File: config.mk
export PLATFORM = sky130hd
export DESIGN_NAME = usb_rx_ctrl
export DESIGN_NICKNAME = d
export VERILOG_FILES = /design/src/rtl/usb_rx_ctrl.sv
export SDC_FILE = /design/constraint.sdc
export NUM_CORES = 1
export LEC_CHECK = 0
export BUFFER_PORTS_ARGS = -buffer_cell sky130_fd_sc_hd__buf_4
export CAP_MARGIN = 10
export CORE_MARGIN = 4
export CORE_UTILIZATION = 54
export CTS_CLUSTER_DIAMETER = 80
export CTS_CLUSTER_SIZE = 30
export DETAILED_ROUTE_END_ITERATION = 10
export GPL_TIMING_DRIVEN = 0
export PLACE_DENSITY_LB_ADDON = 0.2
export SLEW_MARGIN = 10
export SYNTH_ARGS = -nofsm -noshare
export SYNTH_HDL_FRONTEND = slang
export SYNTH_SLANG_ARGS = --single-unit
File: constraint.sdc
create_clock -name clk -period 2.1 [get_ports clk]
set_input_delay 0.21 -clock clk [delete_from_list [all_inputs] [get_ports clk]]
set_output_delay 0.21 -clock clk [all_outputs]
set_load 0.02 [all_outputs]
File: src/rtl/usb_rx_ctrl.sv
`default_nettype none
// ============================================================================
// Module   : usb_rx_ctrl
// Brief    : USB 1.1 full-speed receive control: SYNC check, byte assembly,
//            FIFO write pulses and EOP handling. Optional PID check enabled by
//            defining USB_RX_PID_CHECK_EN.
// Revision : 1.0
// ============================================================================
module usb_rx_ctrl #(
  parameter logic [7:0] SYNC_BYTE = 8'h80,
  parameter int         MAX_BYTES = 64,
  parameter int         CNT_W     = 7
) (
  input  logic             clk,
  input  logic             rst,
  input  logic             d_edge,
  input  logic             d_orig,
  input  logic             shift_enable,
  input  logic             eop,
  output logic             rcving,
  output logic             w_enable,
  output logic [7:0]       rcv_data,
  output logic             r_error,
  output logic [CNT_W-1:0] pkt_bytes
);

  typedef enum logic [2:0] {
    S_IDLE     = 3'd0,
    S_SYNC     = 3'd1,
    S_RCV      = 3'd2,
    S_ERR      = 3'd3,
    S_EOP_WAIT = 3'd4
  } state_t;

  localparam logic [CNT_W-1:0] c_MAX_BYTES = CNT_W'(MAX_BYTES);

  state_t     r_state;
  logic [7:0] r_shift;
  logic [2:0] r_bit_cnt;

  logic       w_bit;
  logic       w_se0;
  logic       w_byte_done;
  logic       w_pid_bad;
  logic [7:0] w_shift_next;

  // SE0 on a strobe outranks the data bit
  assign w_bit        = shift_enable && !eop;
  assign w_se0        = shift_enable && eop;
  assign w_byte_done  = w_bit && (r_bit_cnt == 3'd7);
  assign w_shift_next = {d_orig, r_shift[7:1]};

`ifdef USB_RX_PID_CHECK_EN
  assign w_pid_bad = (pkt_bytes == '0) && (w_shift_next[7:4] != ~w_shift_next[3:0]);
`else
  assign w_pid_bad = 1'b0;
`endif

  always_ff @(posedge clk or posedge rst) begin
    if (rst) begin
      r_state   <= S_IDLE;
      r_shift   <= 8'h00;
      r_bit_cnt <= 3'd0;
      rcving    <= 1'b0;
      w_enable  <= 1'b0;
      rcv_data  <= 8'h00;
      r_error   <= 1'b0;
      pkt_bytes <= '0;
    end else begin
      w_enable <= 1'b0;
      if (r_state != S_IDLE && w_bit) begin
        r_shift   <= w_shift_next;
        r_bit_cnt <= r_bit_cnt + 3'd1;
      end
      case (r_state)
        S_IDLE: begin
          if (d_edge) begin
            r_error   <= 1'b0;
            pkt_bytes <= '0;
            r_bit_cnt <= 3'd0;
            rcving    <= 1'b1;
            r_state   <= S_SYNC;
          end
        end
        S_SYNC: begin
          if (w_se0) begin
            r_error <= 1'b1;
            r_state <= S_EOP_WAIT;
          end else if (w_byte_done) begin
            if (w_shift_next == SYNC_BYTE) begin
              r_state <= S_RCV;
            end else begin
              r_error <= 1'b1;
              r_state <= S_ERR;
            end
          end
        end
        S_RCV: begin
          if (w_se0) begin
            // SE0 mid-byte leaves a truncated byte behind
            if (r_bit_cnt != 3'd0) begin
              r_error <= 1'b1;
            end
            r_state <= S_EOP_WAIT;
          end else if (w_byte_done) begin
            if (pkt_bytes == c_MAX_BYTES || w_pid_bad) begin
              r_error <= 1'b1;
              r_state <= S_ERR;
            end else begin
              rcv_data  <= w_shift_next;
              w_enable  <= 1'b1;
              pkt_bytes <= pkt_bytes + CNT_W'(1);
            end
          end
        end
        S_ERR: begin
          if (w_se0) begin
            r_state <= S_EOP_WAIT;
          end
        end
        S_EOP_WAIT: begin
          if (w_bit) begin
            rcving  <= 1'b0;
            r_state <= S_IDLE;
          end
        end
        default: begin
          rcving  <= 1'b0;
          r_state <= S_IDLE;
        end
      endcase
    end
  end

endmodule
`default_nettype wire

Word level (Yosys, flattened, before mapping). Index checks and enable logic that the tools add are counted.

Add/sub/neg operators: 2. Reduce and logical (&&, ||, !) cells: 16. Equality and inequality tests: 18. Bitwise logic cells: 3. Mux-type cells: 34.

Operator list (count): $mux W3 (11); $mux W7 (4); $mux W1 (15); $ne A3 B3 Y1 const B (5); $pmux W3 S5 (1); $pmux W7 S2 (1); $ne A2 B2 Y1 const B (6); $reduce_bool A3 Y1 (3); $eq A8 B8 Y1 const B (1); $add A7 B1 Y7 const B (1); $eq A7 B7 Y1 const B (1); $reduce_and A7 Y1 (1); $eq A3 B2 Y1 const B (2); $eq A3 B3 Y1 const B (2); $pmux W1 S3 (2); $reduce_and A6 Y1 (1); $reduce_and A5 Y1 (1); $logic_and A1 B1 Y1 (4); $reduce_and A4 Y1 (1); $add A3 B1 Y3 const B (1); $eq A3 B1 Y1 const B (1); $logic_not A3 Y1 (1); $not A1 Y1 (3); $reduce_and A3 Y1 (1); 3 further kinds (3).

Word-level logic and storage cells: 81. Input port bits: 6. Flip-flop bits (word level): 32.

Depth between registers and ports, before layout. Gate-level depths: netlist (run 1).

Depth in word-level cells: 6. Depth in mapped cells: 8.

Least setup slack after synthesis (run 1). Ideal clock, no wire load.

Path type: reg2reg. Start: register pkt_bytes[0]. End: register r_state[0]. Buffers on the path: 0. Data arrival time: 1.778 ns. Stages on the path, launching flop included: 8. Setup time: 0.126 ns. Setup slack: 0.196 ns. Cell sequence: dfrtp_1 > inv_1 > ha_1 > or4b_4 > o21ai_2 > o22a_1 > o211ai_2 > a221o_1.

Longest elaborated chain between the ends: 3.

RTL lines: start: declaration (line 24) `output logic [CNT_W-1:0] pkt_bytes`; start signal: assignment (line 112) `pkt_bytes <= pkt_bytes + CNT_W'(1);`; $eq A7 B7 Y1 (line 106) `if (pkt_bytes == c_MAX_BYTES || w_pid_bad) begin`; $ne A3 B3 Y1 (no source line); $reduce_and A6 Y1 (no source line); end signal: assignment (line 104) `r_state <= S_EOP_WAIT;`; end signal: assignment (line 108) `r_state <= S_ERR;`; end signal: assignment (line 118) `r_state <= S_EOP_WAIT;`; end: declaration (line 37) `state_t r_state;`.

Every way passes these cells. A chain may end at the register's enable or synchronous reset.

Worst setup path in the final report (run 1).
Start: register pkt_bytes[0]. End: register pkt_bytes[1].

Longest elaborated chain between the ends: 5. Elaborated cells between the ends (all ways): 8. Classes of those cells: 1 x add/sub; 2 x eq/ne; 4 x mux; 1 x reduce/logical.

RTL lines: $add A7 B1 Y7 (line 112); $mux W7 (line 106); $mux W7 (line 105) `end else if (w_byte_done) begin`; $mux W7 (line 99) `if (w_se0) begin`; $pmux W7 S2 (line 75) `case (r_state)`.

Several ways; a longest one is shown, not always the timed one. The select of a mux whose other input is x is not followed.

==> flow_summary.toml, run 1 <==
[synth]
synth.top_cell.area_share_pct = 49.5
synth_edf_count = 0
ys.flop_type = "dfrtp_1"
syn-num-nets = 171
synth_top_cell_by_area = "dfrtp_1"
syn_avg_cell_area_um2 = 9.79
synth_top_cells_by_count = "nand2_1 (39), dfrtp_1 (31), o21ai_0 (9)"
syn_inst = 160
ys_types = 39
syn-cell-area_mm2 = 0.00157
ys_top_cells_by_area = "dfrtp_1 (50%), nand2_1 (9.3%), mux2_2 (5.0%), ha_1 (4.0%), o21ai_0 (2.9%)"
yosys_warnings = 0
synth_most_common_cell = "nand2_1"
async_flop_share_pct = 100
ys_seq_area_share_pct = 49.5
ys_ff_latch = 31

[power]
swShare_pct = 33.9
powerDensity_mw_per_mm2 = 870
p_int_w = 0.00107
p_sw_w = 0.000549
pwr-share-seq_pct = 50.7
pwr-share-clk_pct = 19.0
leakage_nw = 0.933
combPwrFrac_pct = 30.3
ir_worst_vdd_v = 0.000691

[global_routing]
grt_max_degree = 32
grt_pass1_vias = 1160
overflow = 0
antenna_found_initial = 0
grt_pass1_wl_mm = 5.17
grt_usage_pct = 18.8

[detailed_routing]
drt_iter0_drc = 35
ant_nets = 0
drc_errors = 0
vias = 1215
drtPass1Iterations = 4
drt_wl_total_mm = 3.08
viasPerCell = 5.47
wl_per_cell_um = 13.9

[place]
preCtsSetupSlack_ns = 0.127
place.gp.congestion = 0.825
hpwl_mm = 2.25
dp_cells = 214
io_buffers = 23
placed_area_mm2 = 0.00178

[sta]
drv_slew = 0
setup_slack_ns = 0.149
setup_total_negative_slack_ns = 0
period_share_pct = 92.9
fin_skew_ns = 0.0139
min_period_ns = 1.95
slew_headroom_pct = 67.3
tightest_slew_ns = 0.486
hold_violations = 0
hold_ws_ns = 0.104
rsz0062_at_grt = "false"
setup_viol = 0
max_freq_ghz = 0.513

[critical_path]
crit_type = "reg2reg"
worstPathArrival_ns = 2.17
crit_family = "simple AND/OR/NAND/NOR gates"
required_ns = 2.32
cp_slowest_cell = "or4b_4"
cp-start-kind = "flop"
crit_fanout = 10
crit_chain = "inv_1 -> ha_1 -> or4b_4 -> o211ai_4 -> inv_2 -> buf_2 -> nand2_1 -> o31ai_1"
cp_num_buf_inv = 3
critPathMaxStageDelay_ns = 0.49
end_kind = "flop"

[floorplan]
die_height_um = 61.9
rows = 19
initial_utilization_pct = 56.8
dieArea_mm2 = 0.00383
ios = 24
fp.dieW_um = 61.9
core_mm2 = 0.00276

[clocking]
cts_sinks = 31
numCtsBuffers = 5
postCtsSetupBuffers = 0
cts_tree = "done"
cts.path.max_buffers = 2
cts_max_level = 2
cts_root_buf = "clkbuf_4"
path_clk_slew_ns = 0.09
clock_latency_ns = 0.33

[hold_path]
hold_class = "in2reg"

[final_layout]
drive_gt1_share_pct = 26.2
stdcell_count = 222
antenna_cells = 0
syn2layout_area_growth_pct = 19.1
fin_area_mm2 = 0.00187
nNetsFinal = 203

[status]
status = "finished clean"

[job]
cap_violations = 0
## repair_timing
item	4_1_cts	5_1_grt
hold endpoints to repair	0	10
hold buffers	0	1
gates resized for setup	0	1
endpoints found under the setup margin	0	3
## sequential cells by signal, summed over array words and instances, names as in the netlist
signal	flops
rcv_data	8
pkt_bytes	7
r_shift	7
r_bit_cnt	3
r_state	3
r_error	1
rcving	1
w_enable	1
## final cells by class
cell class,instances,area [um^2]
clock buffer,6,41.3
tap,31,38.8
fill,229,892
timing repair buffer,25,210
inverter,6,22.5
sequential,31,776
multi-input combinational,117,748
buffer,6,28.8
## cell families (layout without fill, tap and decap cells)
kind of cell    after synthesis  after routing  synth area share (%)
simple gates                 73             73                  24.0
compound gates               28             28                  11.7
buf+inv                      12             43                  3.27
flops                        31             31                  49.5
mux                           9              9                  6.31
fa+ha+maj                     5              5                  3.99
xor+xnor                      2              2                  1.12
## metal layers
| layer | up-vias | global-route usage (%) | wire, um |
|---|---|---|---|
| met5 | - | 0 | 0 |
| met4 | 0 | 7.88 | 55 |
| met3 | 6 | 6.20 | 142 |
| met2 | 27 | 29.6 | 1490 |
| met1 | 569 | 23.9 | 1390 |
| li1 | 613 | - | - |
## cells in the final DEF, fill, tap and decap left out, types with 2 or more instances in the layout
cell type,synthesis,final
buf_4,0,23
clkbuf_4,0,5
nor3_1,4,4
nand2b_1,3,3
nand3_1,3,3
buf_2,5,5
a21oi_1,4,4
and2_1,2,2
a31oi_1,3,3
nand2_1,39,39
o31ai_1,2,2
nand3b_1,5,5
dfrtp_1,31,31
o21ai_1,3,3
xor2_1,2,2
mux2_2,7,7
and3_1,2,2
clkbuf_1,1,2
nor2_1,4,4
mux2i_1,2,2
o21ai_0,9,9
inv_1,5,4
ha_1,5,5
## worst register-to-register path, delay by kind of cell, from the launching register on
kind,cells,cell delay [ns]
adder cells (fa/ha/maj),1,0.13
AO/OA/AOI/OAI,2,0.28
flip-flops,1,0.43
buffers and inverters,3,0.42
AND/OR/NAND/NOR,2,0.57
## stage by stage
| stage | power [W] | utilization [%] |
|---|---|---|
| after floorplan | 0.00118 | - |
| after detailed placement | 0.00132 | 64.5 |
| after CTS | 0.00164 | 66.0 |
| after global routing | 0.00174 | 67.6 |
| final | 0.00162 | 67.6 |
| after global placement | 0.00130 | 64.5 |
## power groups by stage
stage,registers [W],logic [W],clock network [W]
2_1_floorplan,0.000830,0.000354,0
3_3_place_gp,0.000826,0.000471,0
3_5_place_dp,0.000832,0.000491,0
4_1_cts,0.000823,0.000490,0.000325
5_1_grt,0.000842,0.000551,0.000345
6_report,0.000823,0.000492,0.000308
## worst paths after layout
kind,from,end,slack (ns),depth (start not counted)
max reg2reg,pkt_bytes[0]$_DFFE_PP0P_,pkt_bytes[1]$_DFFE_PP0P_,0.15,8
max in group asynchronous,rst,r_shift[3]$_DFFE_PP0P_,1.31,4
min in group asynchronous,rst,rcv_data[3]$_DFFE_PP0P_,0.39,3
min,d_orig,rcv_data[7]$_DFFE_PP0P_,0.10,3
min reg2reg,rcv_data[7]$_DFFE_PP0P_,rcv_data[7]$_DFFE_PP0P_,0.49,2
max,pkt_bytes[0]$_DFFE_PP0P_,pkt_bytes[1]$_DFFE_PP0P_,0.15,8
Note: power is estimated with default switching activity, not from simulation.
==> run 2: changes to the inputs <==
- BUFFER_PORTS_ARGS: -buffer_cell sky130_fd_sc_hd__buf_4 -> -buffer_cell sky130_fd_sc_hd__buf_2
==> flow_summary.toml, run 2 (same netlist as run 1, synthesis figures left out) <==
[critical_path]
cp-start-kind = "flop"
reg2reg_depth = 8
r2r-end = "pkt_bytes[1]$_DFFE_PP0P_"
crit_fanout = 10
cp-endpoint = "pkt_bytes[1]$_DFFE_PP0P_"
rrSetupSlack_ns = 0.13
required_ns = 2.32
end_kind = "flop"
worstPathArrival_ns = 2.19
cp-startpoint = "pkt_bytes[0]$_DFFE_PP0P_"
r2r-start = "pkt_bytes[0]$_DFFE_PP0P_"
crit_type = "reg2reg"

[floorplan]
rows = 19
initial_utilization_pct = 56.8
die_height_um = 61.9
ios = 24
core_mm2 = 0.00276
dieArea_mm2 = 0.00383
fp.dieW_um = 61.9

[sta]
period_share_pct = 94.0
fin_skew_ns = 0.00388
setup_total_negative_slack_ns = 0
rsz0062_at_grt = "false"
setup_viol = 0
min_period_ns = 1.97
hold_ws_ns = 0.111
drv_slew = 0
max_freq_ghz = 0.506
slew_headroom_pct = 56.4
hold_violations = 0
tightest_slew_ns = 0.653

[final_layout]
largest_reg_flops = 8
nNetsFinal = 203
syn2layout_area_growth_pct = 18.9
final_common_cell = "nand2_1"
top_register = "rcv_data"
fin_area_mm2 = 0.00186
top_regs = "rcv_data (8), pkt_bytes (7), r_shift (7)"
layout_common_cells = "nand2_1 (39), dfrtp_1 (31), buf_2 (28)"
antenna_cells = 0
fin_util_pct = 67.6
drive_gt1_share_pct = 27.5

[power]
powerDensity_mw_per_mm2 = 964
leakage_nw = 0.953
ir_worst_vdd_v = 0.000773
power_w = 0.00180

[clocking]
numCtsBuffers = 5
cts_tree = "done"
path_clk_slew_ns = 0.10
cts.path.max_buffers = 2
cts_root_buf = "clkbuf_4"
cts_max_level = 2
clock_latency_ns = 0.33
cts_sinks = 31

[status]
status = "finished clean"

[detailed_routing]
wl_per_cell_um = 13.8
ant_nets = 0
drtPass1Iterations = 4
vias = 1269
drt_iter0_drc = 82
drt_wl_total_mm = 3.09
viasPerCell = 5.67
drc_errors = 0

[global_routing]
grt_max_degree = 32
grt_usage_pct = 19.7
grt_pass1_vias = 1242
antenna_found_initial = 0
grt_pass1_wl_mm = 5.45
overflow = 0

[place]
hpwl_mm = 2.24
place.gp.congestion = 0.833
io_buffers = 23
placed_area_mm2 = 0.00172

[job]
cap_violations = 0

[hold_path]
hold_class = "in2reg"
==> run 2: worst min path at each step <==
stage	start	endpoint	slack [ns]	cells after the start
after floorplan	rst	pkt_bytes[0]$_DFFE_PP0P_	0.31	1
after global placement	d_orig	rcv_data[7]$_DFFE_PP0P_	0.44	3
after detailed placement	d_orig	rcv_data[7]$_DFFE_PP0P_	0.45	3
after CTS	d_orig	rcv_data[7]$_DFFE_PP0P_	0.1	3
after global routing	d_orig	rcv_data[7]$_DFFE_PP0P_	0.11	3
final	d_orig	rcv_data[7]$_DFFE_PP0P_	0.11	3
==> run 2: per-layer routing <==
layer	GRT usage (%)	vias up	part of all wire [%]
li1	-	619	-
met3	5.17	7	3.9
met5	0	-	0
met2	31.8	26	49
met1	24.0	617	45
met4	10.6	0	2.0
==> run 2: report_power, final <==
part	internal (W)	switching [W]	leakage [nW]
combinational	0.000221	0.000259	0.498
sequential	0.000720	0.000103	0.408
clock	0.000281	0.000212	0.0482
total	0.00122	0.000574	0.953
==> run 2: worst max-delay path: stages, from the launching register on <==
cell and delay [ns]:
dfrtp_1 0.43, inv_1 0.07, ha_1 0.14, or4b_4 0.50, o211ai_4 0.25, inv_4 0.10
buf_2 0.20, nand2_1 0.09, o31ai_1 0.06
==> run 2: timing repair <==
item                                   CTS  global route
setup endpoints to repair                0            14
hold buffers                             0             1
resized for setup                        0             3
endpoints found under the hold margin    0             6
buffers inserted                         0             0
==> run 2: final cells by class <==
cell class | count | area (um^2)
repair buffers | 25 | 153
inverters | 6 | 25.0
multi-input cells | 117 | 756
clock inverters | 2 | 35.0
clock buffers | 6 | 51.3
fillers | 212 | 895
well taps | 31 | 38.8
plain buffers | 6 | 28.8
flip-flops and latches | 31 | 776
==> run 2: per-stage QoR <==
| step | worst slack [ns] | instances |
|---|---|---|
| floorplan | 0.196 | 160 |
| global placement | 0.153 | 214 |
| detailed placement | 0.108 | 214 |
| CTS | 0.0910 | 222 |
| global route | 0.00919 | 224 |
| finish | 0.125 | 224 |
